$ cat config.mk
export PLATFORM = sky130hd
export DESIGN_NAME = pipeline_hazard_controller_flat
export DESIGN_NICKNAME = d
export VERILOG_FILES = /design/src/rtl/pipeline_hazard_controller_if.sv /design/src/rtl/pipeline_hazard_controller.sv /design/src/flat_wrapper.sv
export SDC_FILE = /design/constraint.sdc
export NUM_CORES = 1
export LEC_CHECK = 0
export BUFFER_PORTS_ARGS = -buffer_cell sky130_fd_sc_hd__buf_2
export CAP_MARGIN = 20
export CORE_MARGIN = 10
export CORE_UTILIZATION = 30
export DETAILED_ROUTE_END_ITERATION = 7
export GPL_TIMING_DRIVEN = 0
export PLACE_DENSITY_LB_ADDON = 0.12
export SLEW_MARGIN = 5
export SYNTH_ARGS = -nofsm -noshare
export SYNTH_HDL_FRONTEND = slang
export SYNTH_SLANG_ARGS = --single-unit
$ cat constraint.sdc
create_clock -name clk -period 3.2 [get_ports clk]
set_input_delay 0.32 -clock clk [delete_from_list [all_inputs] [get_ports clk]]
set_output_delay 0.32 -clock clk [all_outputs]
set_load 0.05 [all_outputs]
$ cat src/rtl/pipeline_hazard_controller_if.sv
// Purpose: bundles the hazard inputs from the pipeline and the stage-control outputs back to it.
// Latency: none. This file carries signals only.
// Backpressure: none. The controller answers with per-stage enables and flushes.
// Ports: master = pipeline side (drives hazard/status inputs), slave = controller side.
interface pipeline_hazard_controller_if;
  logic       enable;
  logic       idex_memread;
  logic [4:0] idex_rd;
  logic [4:0] ifid_rs1;
  logic [4:0] ifid_rs2;
  logic       ifid_uses_rs2;
  logic       branch_taken_d;
  logic       jalr_taken_e;
  logic       dmem_req;
  logic       dmem_ready;
  logic       halt_req;
  logic       resume;
  logic       pc_en;
  logic       ifid_en;
  logic       idex_en;
  logic       exmem_en;
  logic       memwb_en;
  logic       ifid_flush;
  logic       idex_flush;
  logic       halted;
  logic       mem_timeout;

  modport master (
    output enable, idex_memread, idex_rd, ifid_rs1, ifid_rs2, ifid_uses_rs2,
           branch_taken_d, jalr_taken_e, dmem_req, dmem_ready, halt_req, resume,
    input  pc_en, ifid_en, idex_en, exmem_en, memwb_en, ifid_flush, idex_flush,
           halted, mem_timeout
  );

  modport slave (
    input  enable, idex_memread, idex_rd, ifid_rs1, ifid_rs2, ifid_uses_rs2,
           branch_taken_d, jalr_taken_e, dmem_req, dmem_ready, halt_req, resume,
    output pc_en, ifid_en, idex_en, exmem_en, memwb_en, ifid_flush, idex_flush,
           halted, mem_timeout
  );
endinterface

$ cat src/rtl/pipeline_hazard_controller.sv
// Purpose: 5-stage pipeline hazard/stall/flush controller with halt-drain and memory-wait tracking.
// Latency: enables and flushes are combinational from state and inputs. Status and counters are registered.
// Backpressure: a data-memory stall freezes every stage. A load-use hazard holds PC and IF/ID.
// Ports: clk, reset (sync, active-high), hz (slave side of the hazard interface),
//        stall_count / flush_count (saturating CNT_W-bit performance counters).
module pipeline_hazard_controller #(
  parameter int DRAIN_CYCLES = 4,
  parameter int MEM_TIMEOUT  = 16,
  parameter int CNT_W        = 16
) (
  input  logic                      clk,
  input  logic                      reset,
  pipeline_hazard_controller_if.slave hz,
  output logic [CNT_W-1:0]          stall_count,
  output logic [CNT_W-1:0]          flush_count
);

  localparam int DRAIN_W = (DRAIN_CYCLES < 1) ? 1 : $clog2(DRAIN_CYCLES + 1);
  localparam int TMR_W   = (MEM_TIMEOUT  < 1) ? 1 : $clog2(MEM_TIMEOUT + 1);

  typedef enum logic [1:0] {
    S_RUN      = 2'd0,
    S_MEM_WAIT = 2'd1,
    S_DRAIN    = 2'd2,
    S_HALTED   = 2'd3
  } state_t;

  state_t               state_q, state_d;
  state_t               ret_q, ret_d;      // state to return to when the memory wait ends
  logic [DRAIN_W-1:0]   drain_q, drain_d;
  logic [TMR_W-1:0]     wait_q, wait_d;
  logic                 timeout_q, timeout_d;

  logic mem_stall, load_use;
  logic live;
  logic act_mem, act_rel, act_jalr, act_lu, act_br;
  logic stall_inc, flush_inc;

  assign mem_stall = hz.dmem_req & ~hz.dmem_ready;
  assign load_use  = hz.idex_memread & (hz.idex_rd != 5'd0) &
                     ((hz.idex_rd == hz.ifid_rs1) |
                      (hz.ifid_uses_rs2 & (hz.idex_rd == hz.ifid_rs2)));

  // Exactly one action is selected per enabled cycle, in priority order.
  assign act_mem  = hz.enable & mem_stall & (state_q != S_HALTED);
  assign act_rel  = hz.enable & ~mem_stall & (state_q == S_MEM_WAIT);
  assign live     = hz.enable & ~mem_stall & ((state_q == S_RUN) | (state_q == S_DRAIN));
  assign act_jalr = live & hz.jalr_taken_e;
  assign act_lu   = live & ~hz.jalr_taken_e & load_use;
  assign act_br   = live & ~hz.jalr_taken_e & ~load_use & hz.branch_taken_d;

  assign stall_inc = act_mem | act_lu;
  // The IF/ID bubbles forced while draining are not redirects, so a branch
  // only counts in RUN. A JALR flush is a real redirect in either state.
  assign flush_inc = act_jalr | (act_br & (state_q == S_RUN));

  // State register
  always_ff @(posedge clk) begin
    if (reset) begin
      state_q     <= S_RUN;
      ret_q       <= S_RUN;
      drain_q     <= '0;
      wait_q      <= '0;
      timeout_q   <= 1'b0;
      stall_count <= '0;
      flush_count <= '0;
    end else begin
      state_q   <= state_d;
      ret_q     <= ret_d;
      drain_q   <= drain_d;
      wait_q    <= wait_d;
      timeout_q <= timeout_d;
      if (stall_inc && (stall_count != {CNT_W{1'b1}}))
        stall_count <= stall_count + 1'b1;
      if (flush_inc && (flush_count != {CNT_W{1'b1}}))
        flush_count <= flush_count + 1'b1;
    end
  end

  // Next-state logic
  always_comb begin
    state_d   = state_q;
    ret_d     = ret_q;
    drain_d   = drain_q;
    wait_d    = wait_q;
    timeout_d = timeout_q;
    if (act_mem) begin
      if (wait_q != TMR_W'(MEM_TIMEOUT))
        wait_d = wait_q + 1'b1;
      if (wait_q >= TMR_W'(MEM_TIMEOUT - 1))
        timeout_d = 1'b1;
      if (state_q != S_MEM_WAIT) begin
        state_d = S_MEM_WAIT;
        ret_d   = state_q;
        // A halt arriving together with a stall still takes effect: the
        // wait returns straight into DRAIN.
        if ((state_q == S_RUN) && hz.halt_req) begin
          ret_d   = S_DRAIN;
          drain_d = DRAIN_W'(DRAIN_CYCLES);
        end
      end
    end else if (hz.enable) begin
      unique case (state_q)
        S_RUN: begin
          if (hz.halt_req) begin
            state_d = S_DRAIN;
            drain_d = DRAIN_W'(DRAIN_CYCLES);
          end
        end
        S_MEM_WAIT: begin
          state_d = ret_q;
          wait_d  = '0;
        end
        S_DRAIN: begin
          // A load-use hold does not advance the pipeline, so it does not count down.
          if (!act_lu) begin
            if (drain_q <= DRAIN_W'(1)) begin
              drain_d = '0;
              state_d = S_HALTED;
            end else begin
              drain_d = drain_q - 1'b1;
            end
          end
        end
        S_HALTED: begin
          if (hz.resume)
            state_d = S_RUN;
        end
      endcase
    end
  end

  // Output logic
  always_comb begin
    hz.pc_en       = 1'b0;
    hz.ifid_en     = 1'b0;
    hz.idex_en     = 1'b0;
    hz.exmem_en    = 1'b0;
    hz.memwb_en    = 1'b0;
    hz.ifid_flush  = 1'b0;
    hz.idex_flush  = 1'b0;
    hz.halted      = (state_q == S_HALTED);
    hz.mem_timeout = timeout_q;
    if (reset) begin
      hz.ifid_flush = 1'b1;
      hz.idex_flush = 1'b1;
    end else if (!hz.enable || act_mem || (state_q == S_HALTED)) begin
      // All stages frozen.
    end else if (act_rel) begin
      hz.pc_en    = 1'b1;
      hz.ifid_en  = 1'b1;
      hz.idex_en  = 1'b1;
      hz.exmem_en = 1'b1;
      hz.memwb_en = 1'b1;
    end else begin
      hz.pc_en    = 1'b1;
      hz.ifid_en  = 1'b1;
      hz.idex_en  = 1'b1;
      hz.exmem_en = 1'b1;
      hz.memwb_en = 1'b1;
      if (act_jalr) begin
        hz.ifid_flush = 1'b1;
        hz.idex_flush = 1'b1;
      end else if (act_lu) begin
        hz.pc_en      = 1'b0;
        hz.ifid_en    = 1'b0;
        hz.idex_flush = 1'b1;
      end else if (act_br) begin
        hz.ifid_flush = 1'b1;
      end
      // Draining stops fetch and feeds bubbles into IF/ID. A held load-use
      // instruction stays in IF/ID until it can issue.
      if (state_q == S_DRAIN) begin
        hz.pc_en = 1'b0;
        if (!act_lu)
          hz.ifid_flush = 1'b1;
      end
    end
  end

endmodule

$ cat src/flat_wrapper.sv
// flat-port wrapper written by rule: the top's interface ports become plain ports
module pipeline_hazard_controller_flat 
#(
  parameter int DRAIN_CYCLES = 4,
  parameter int MEM_TIMEOUT  = 16,
  parameter int CNT_W        = 16
)
  (clk, reset, stall_count, flush_count, hz_enable, hz_idex_memread, hz_idex_rd, hz_ifid_rs1, hz_ifid_rs2, hz_ifid_uses_rs2, hz_branch_taken_d, hz_jalr_taken_e, hz_dmem_req, hz_dmem_ready, hz_halt_req, hz_resume, hz_pc_en, hz_ifid_en, hz_idex_en, hz_exmem_en, hz_memwb_en, hz_ifid_flush, hz_idex_flush, hz_halted, hz_mem_timeout);
  pipeline_hazard_controller_if hz_i ();
  input  logic clk;
  input  logic reset;
  output logic [CNT_W-1:0] stall_count;
  output logic [CNT_W-1:0] flush_count;
  input wire logic [$bits(hz_i.enable)-1:0] hz_enable;
  input wire logic [$bits(hz_i.idex_memread)-1:0] hz_idex_memread;
  input wire logic [$bits(hz_i.idex_rd)-1:0] hz_idex_rd;
  input wire logic [$bits(hz_i.ifid_rs1)-1:0] hz_ifid_rs1;
  input wire logic [$bits(hz_i.ifid_rs2)-1:0] hz_ifid_rs2;
  input wire logic [$bits(hz_i.ifid_uses_rs2)-1:0] hz_ifid_uses_rs2;
  input wire logic [$bits(hz_i.branch_taken_d)-1:0] hz_branch_taken_d;
  input wire logic [$bits(hz_i.jalr_taken_e)-1:0] hz_jalr_taken_e;
  input wire logic [$bits(hz_i.dmem_req)-1:0] hz_dmem_req;
  input wire logic [$bits(hz_i.dmem_ready)-1:0] hz_dmem_ready;
  input wire logic [$bits(hz_i.halt_req)-1:0] hz_halt_req;
  input wire logic [$bits(hz_i.resume)-1:0] hz_resume;
  output wire logic [$bits(hz_i.pc_en)-1:0] hz_pc_en;
  output wire logic [$bits(hz_i.ifid_en)-1:0] hz_ifid_en;
  output wire logic [$bits(hz_i.idex_en)-1:0] hz_idex_en;
  output wire logic [$bits(hz_i.exmem_en)-1:0] hz_exmem_en;
  output wire logic [$bits(hz_i.memwb_en)-1:0] hz_memwb_en;
  output wire logic [$bits(hz_i.ifid_flush)-1:0] hz_ifid_flush;
  output wire logic [$bits(hz_i.idex_flush)-1:0] hz_idex_flush;
  output wire logic [$bits(hz_i.halted)-1:0] hz_halted;
  output wire logic [$bits(hz_i.mem_timeout)-1:0] hz_mem_timeout;
  assign hz_i.enable = hz_enable;
  assign hz_i.idex_memread = hz_idex_memread;
  assign hz_i.idex_rd = hz_idex_rd;
  assign hz_i.ifid_rs1 = hz_ifid_rs1;
  assign hz_i.ifid_rs2 = hz_ifid_rs2;
  assign hz_i.ifid_uses_rs2 = hz_ifid_uses_rs2;
  assign hz_i.branch_taken_d = hz_branch_taken_d;
  assign hz_i.jalr_taken_e = hz_jalr_taken_e;
  assign hz_i.dmem_req = hz_dmem_req;
  assign hz_i.dmem_ready = hz_dmem_ready;
  assign hz_i.halt_req = hz_halt_req;
  assign hz_i.resume = hz_resume;
  assign hz_pc_en = hz_i.pc_en;
  assign hz_ifid_en = hz_i.ifid_en;
  assign hz_idex_en = hz_i.idex_en;
  assign hz_exmem_en = hz_i.exmem_en;
  assign hz_memwb_en = hz_i.memwb_en;
  assign hz_ifid_flush = hz_i.ifid_flush;
  assign hz_idex_flush = hz_i.idex_flush;
  assign hz_halted = hz_i.halted;
  assign hz_mem_timeout = hz_i.mem_timeout;
  pipeline_hazard_controller #(.DRAIN_CYCLES(DRAIN_CYCLES), .MEM_TIMEOUT(MEM_TIMEOUT), .CNT_W(CNT_W)) u_core (.clk(clk), .reset(reset), .hz(hz_i), .stall_count(stall_count), .flush_count(flush_count));
endmodule
==> results.md <==
- Peak supply drop: 0.155 mV
- Slew HR: 49.0%
- CTS sink cnt: 45
- ANT cells: 0
- DRC: 0
- Final WL: 8340 um
- Largest net degree at the start of global routing: 15
- Commonest non-fill, non-tap cell in the layout: buf_2
- Layout Utilization: 36.8%
- DRT iter0 DRCs: 104
- Tmin final: 2270 ps
- Number of global-route vias before repair: 2,765
- Synthesized instance count: 348
- Pre-CTS setup slack: 882 ps
- Final Setup Violations: 0
- Die area: 14,100 um^2
- HPWL after DPL: 6460 um
- Initial antenna violation count: 0
- Slew @ Worst Pin: 761 ps
- Vias post-DR: 2,791
- Global-route wire length before repair: 13,900 um
- Slew Viols, Final: 0
- Clk Latency, worst-skew pair: 300 ps
- Average size of a mapped cell: 8.42 um^2
- Drt wl/cell: 15.0 um
- Die X-Extent: 119 um
- Setup tns final: 0 ps
- Outcome: complete, no violations
- P&R area growth vs syn: 21.1%
- Worst setup slack after layout: 929 ps
- TritonCTS clock tree: built
- Post-Syn Area: 2930 um^2
- Main flop type after synthesis: dfxtp_1
- Vias per inst: 5.03
- Post-CTS Hold Buffers: 0
- Global route overflow: 0
- Post-synth ARST share: 0%
- Data required, critical path: 3420 ps
- Most frequent cells in the layout: buf_2 (69), dfxtp_1 (45), nor2_1 (38)
- Layout cell share with drive strength beyond 1: 27.7%
- Net count after synthesis: 380
- Part of the cycle the worst path needs: 71.0%
- Type of the worst min-delay path: input port to register
- Final hold vios: 0
- Core area: 9640 um^2
- Max Clk Rate: 0.440 GHz
- Post-CTS Resized: 0
- Pwr/cell area: 356 nW/um^2
- Sequential area share after synthesis: 30.8%
- Cts bufs inserted: 5
- H-tree levels: 2
- Crit path launch type: register
- IO buf count: 66
- Post-CTS Setup Bufs: 0
- P_leak: 1.40 nW
- Crit. End Element: register
- Height of the die: 119 um
- I/O pins: 67
- Row Count: 36
- Final Net Count: 453
- GRT Total Usage: 11.6%
- GPL Wtd Cong: 0.766
- Number of enable flip-flop cells after synthesis: 0
- Clock Skew: 12.7 ps
- Starting density of the core: 30.4%
- Synth Warn #: 0
- Drt pass-1 iters: 4
- Root buf cell: clkbuf_8
- Clock Path Buffers: 2
- RSZ-0062 raised after global routing: false
- Antenna viol nets, final: 0
- Synth cell types: 66
- Crit Path Category: register to register
- CP max FO: 10
- #FFs+latches synth: 45
- CP arrival: 2500 ps
- Max-Cap Viols: 0
- Clock transition at path regs: 100 ps
## where the power goes
group / switching [mW] / internal [mW]
clock: 0.212 / 0.254
combinational: 0.141 / 0.0769
sequential: 0.00871 / 0.569
total: 0.362 / 0.901
## final cells by class
class / count / area, um^2
buffer: 18 / 109
clock buffer: 6 / 82.6
clock inverter: 2 / 37.5
fill: 1054 / 6090
inverter: 11 / 41.3
multi-input combinational: 274 / 1880
sequential: 45 / 901
tap: 133 / 166
timing repair buffer: 66 / 330
## critical path: stages (launching register included)
cell,delay (ps)
dfxtp_1,430
and4_1,280
and3_1,240
nand4_1,170
nor2_1,350
buf_2,300
buf_4,210
o31ai_1,90
a21oi_1,120
## cells in the mapped netlist, types with 4 or more instances
| cell | number | area share [%] |
|---|---|---|
| a211oi_1 | 7 | 1.8 |
| dfxtp_1 | 45 | 31 |
| o31ai_1 | 9 | 2.3 |
| nor2b_1 | 20 | 4.3 |
| and2_1 | 5 | 1.1 |
| and3_1 | 4 | 0.85 |
| nor3_1 | 8 | 1.4 |
| ha_1 | 6 | 2.6 |
| nor2_1 | 38 | 4.9 |
| buf_4 | 4 | 1.0 |
| nand2_1 | 23 | 2.9 |
| or4_1 | 8 | 2.1 |
| xnor2_1 | 10 | 3.0 |
| clkbuf_1 | 6 | 0.77 |
| a21oi_1 | 25 | 4.3 |
| nand2b_1 | 5 | 1.1 |
| mux2_1 | 6 | 2.3 |
| o21ai_0 | 5 | 0.85 |
| inv_1 | 11 | 1.4 |
| nand4_1 | 8 | 1.7 |
| nand3_1 | 19 | 3.2 |
| mux2_2 | 13 | 5.0 |
## path summary, 6_finish.rpt
check	start	to	slack (ps)	cells after the start
setup / recovery	u_core.stall_count[6]	u_core.stall_count[10]	930	8
setup reg to reg	u_core.stall_count[6]	u_core.stall_count[10]	930	8
hold / removal	reset	u_core.flush_count[2]	420	3
hold reg to reg	u_core.ret_q[0]	u_core.ret_q[0]	480	1
## flip-flops by register name, indices dropped and copies added (netlist names)
name	count
u_core.ret_q	2
u_core.flush_count	16
u_core.state_q	2
u_core.stall_count	16
u_core.hz.mem_timeout	1
u_core.wait_q	5
u_core.drain_q	3
## through the flow
step | cell area, um^2 | power, mW | std cells | hold WS (ps)
final | 3550 | 1.26 | 555 | 423
after global routing | 3550 | 1.33 | 555 | 413
after CTS | 3550 | 1.29 | 555 | 418
after floorplan | 2930 | 0.745 | 348 | 457
after detailed placement | 3430 | 0.812 | 547 | 453
after global placement | 3430 | 0.809 | 547 | 465
## cells by family after synthesis
family / share of synthesized area (%)
xor+xnor: 3.29
compound gates: 19.3
mux: 8.16
simple gates: 30.8
flops: 30.8
buf+inv: 5.13
fa+ha+maj: 2.56
## per-layer routing
metal  part of all wire [%]  wire length, um  up-vias  GRT usage, %
li1                       -                -     1413             -
met1                     48             3970     1341          14.5
met2                     49             4080       33          20.1
met3                    2.9              239        4          2.41
met4                   0.54               45        0          2.52
met5                      0                0        -             0
Note: power is estimated with default switching activity, not from simulation.
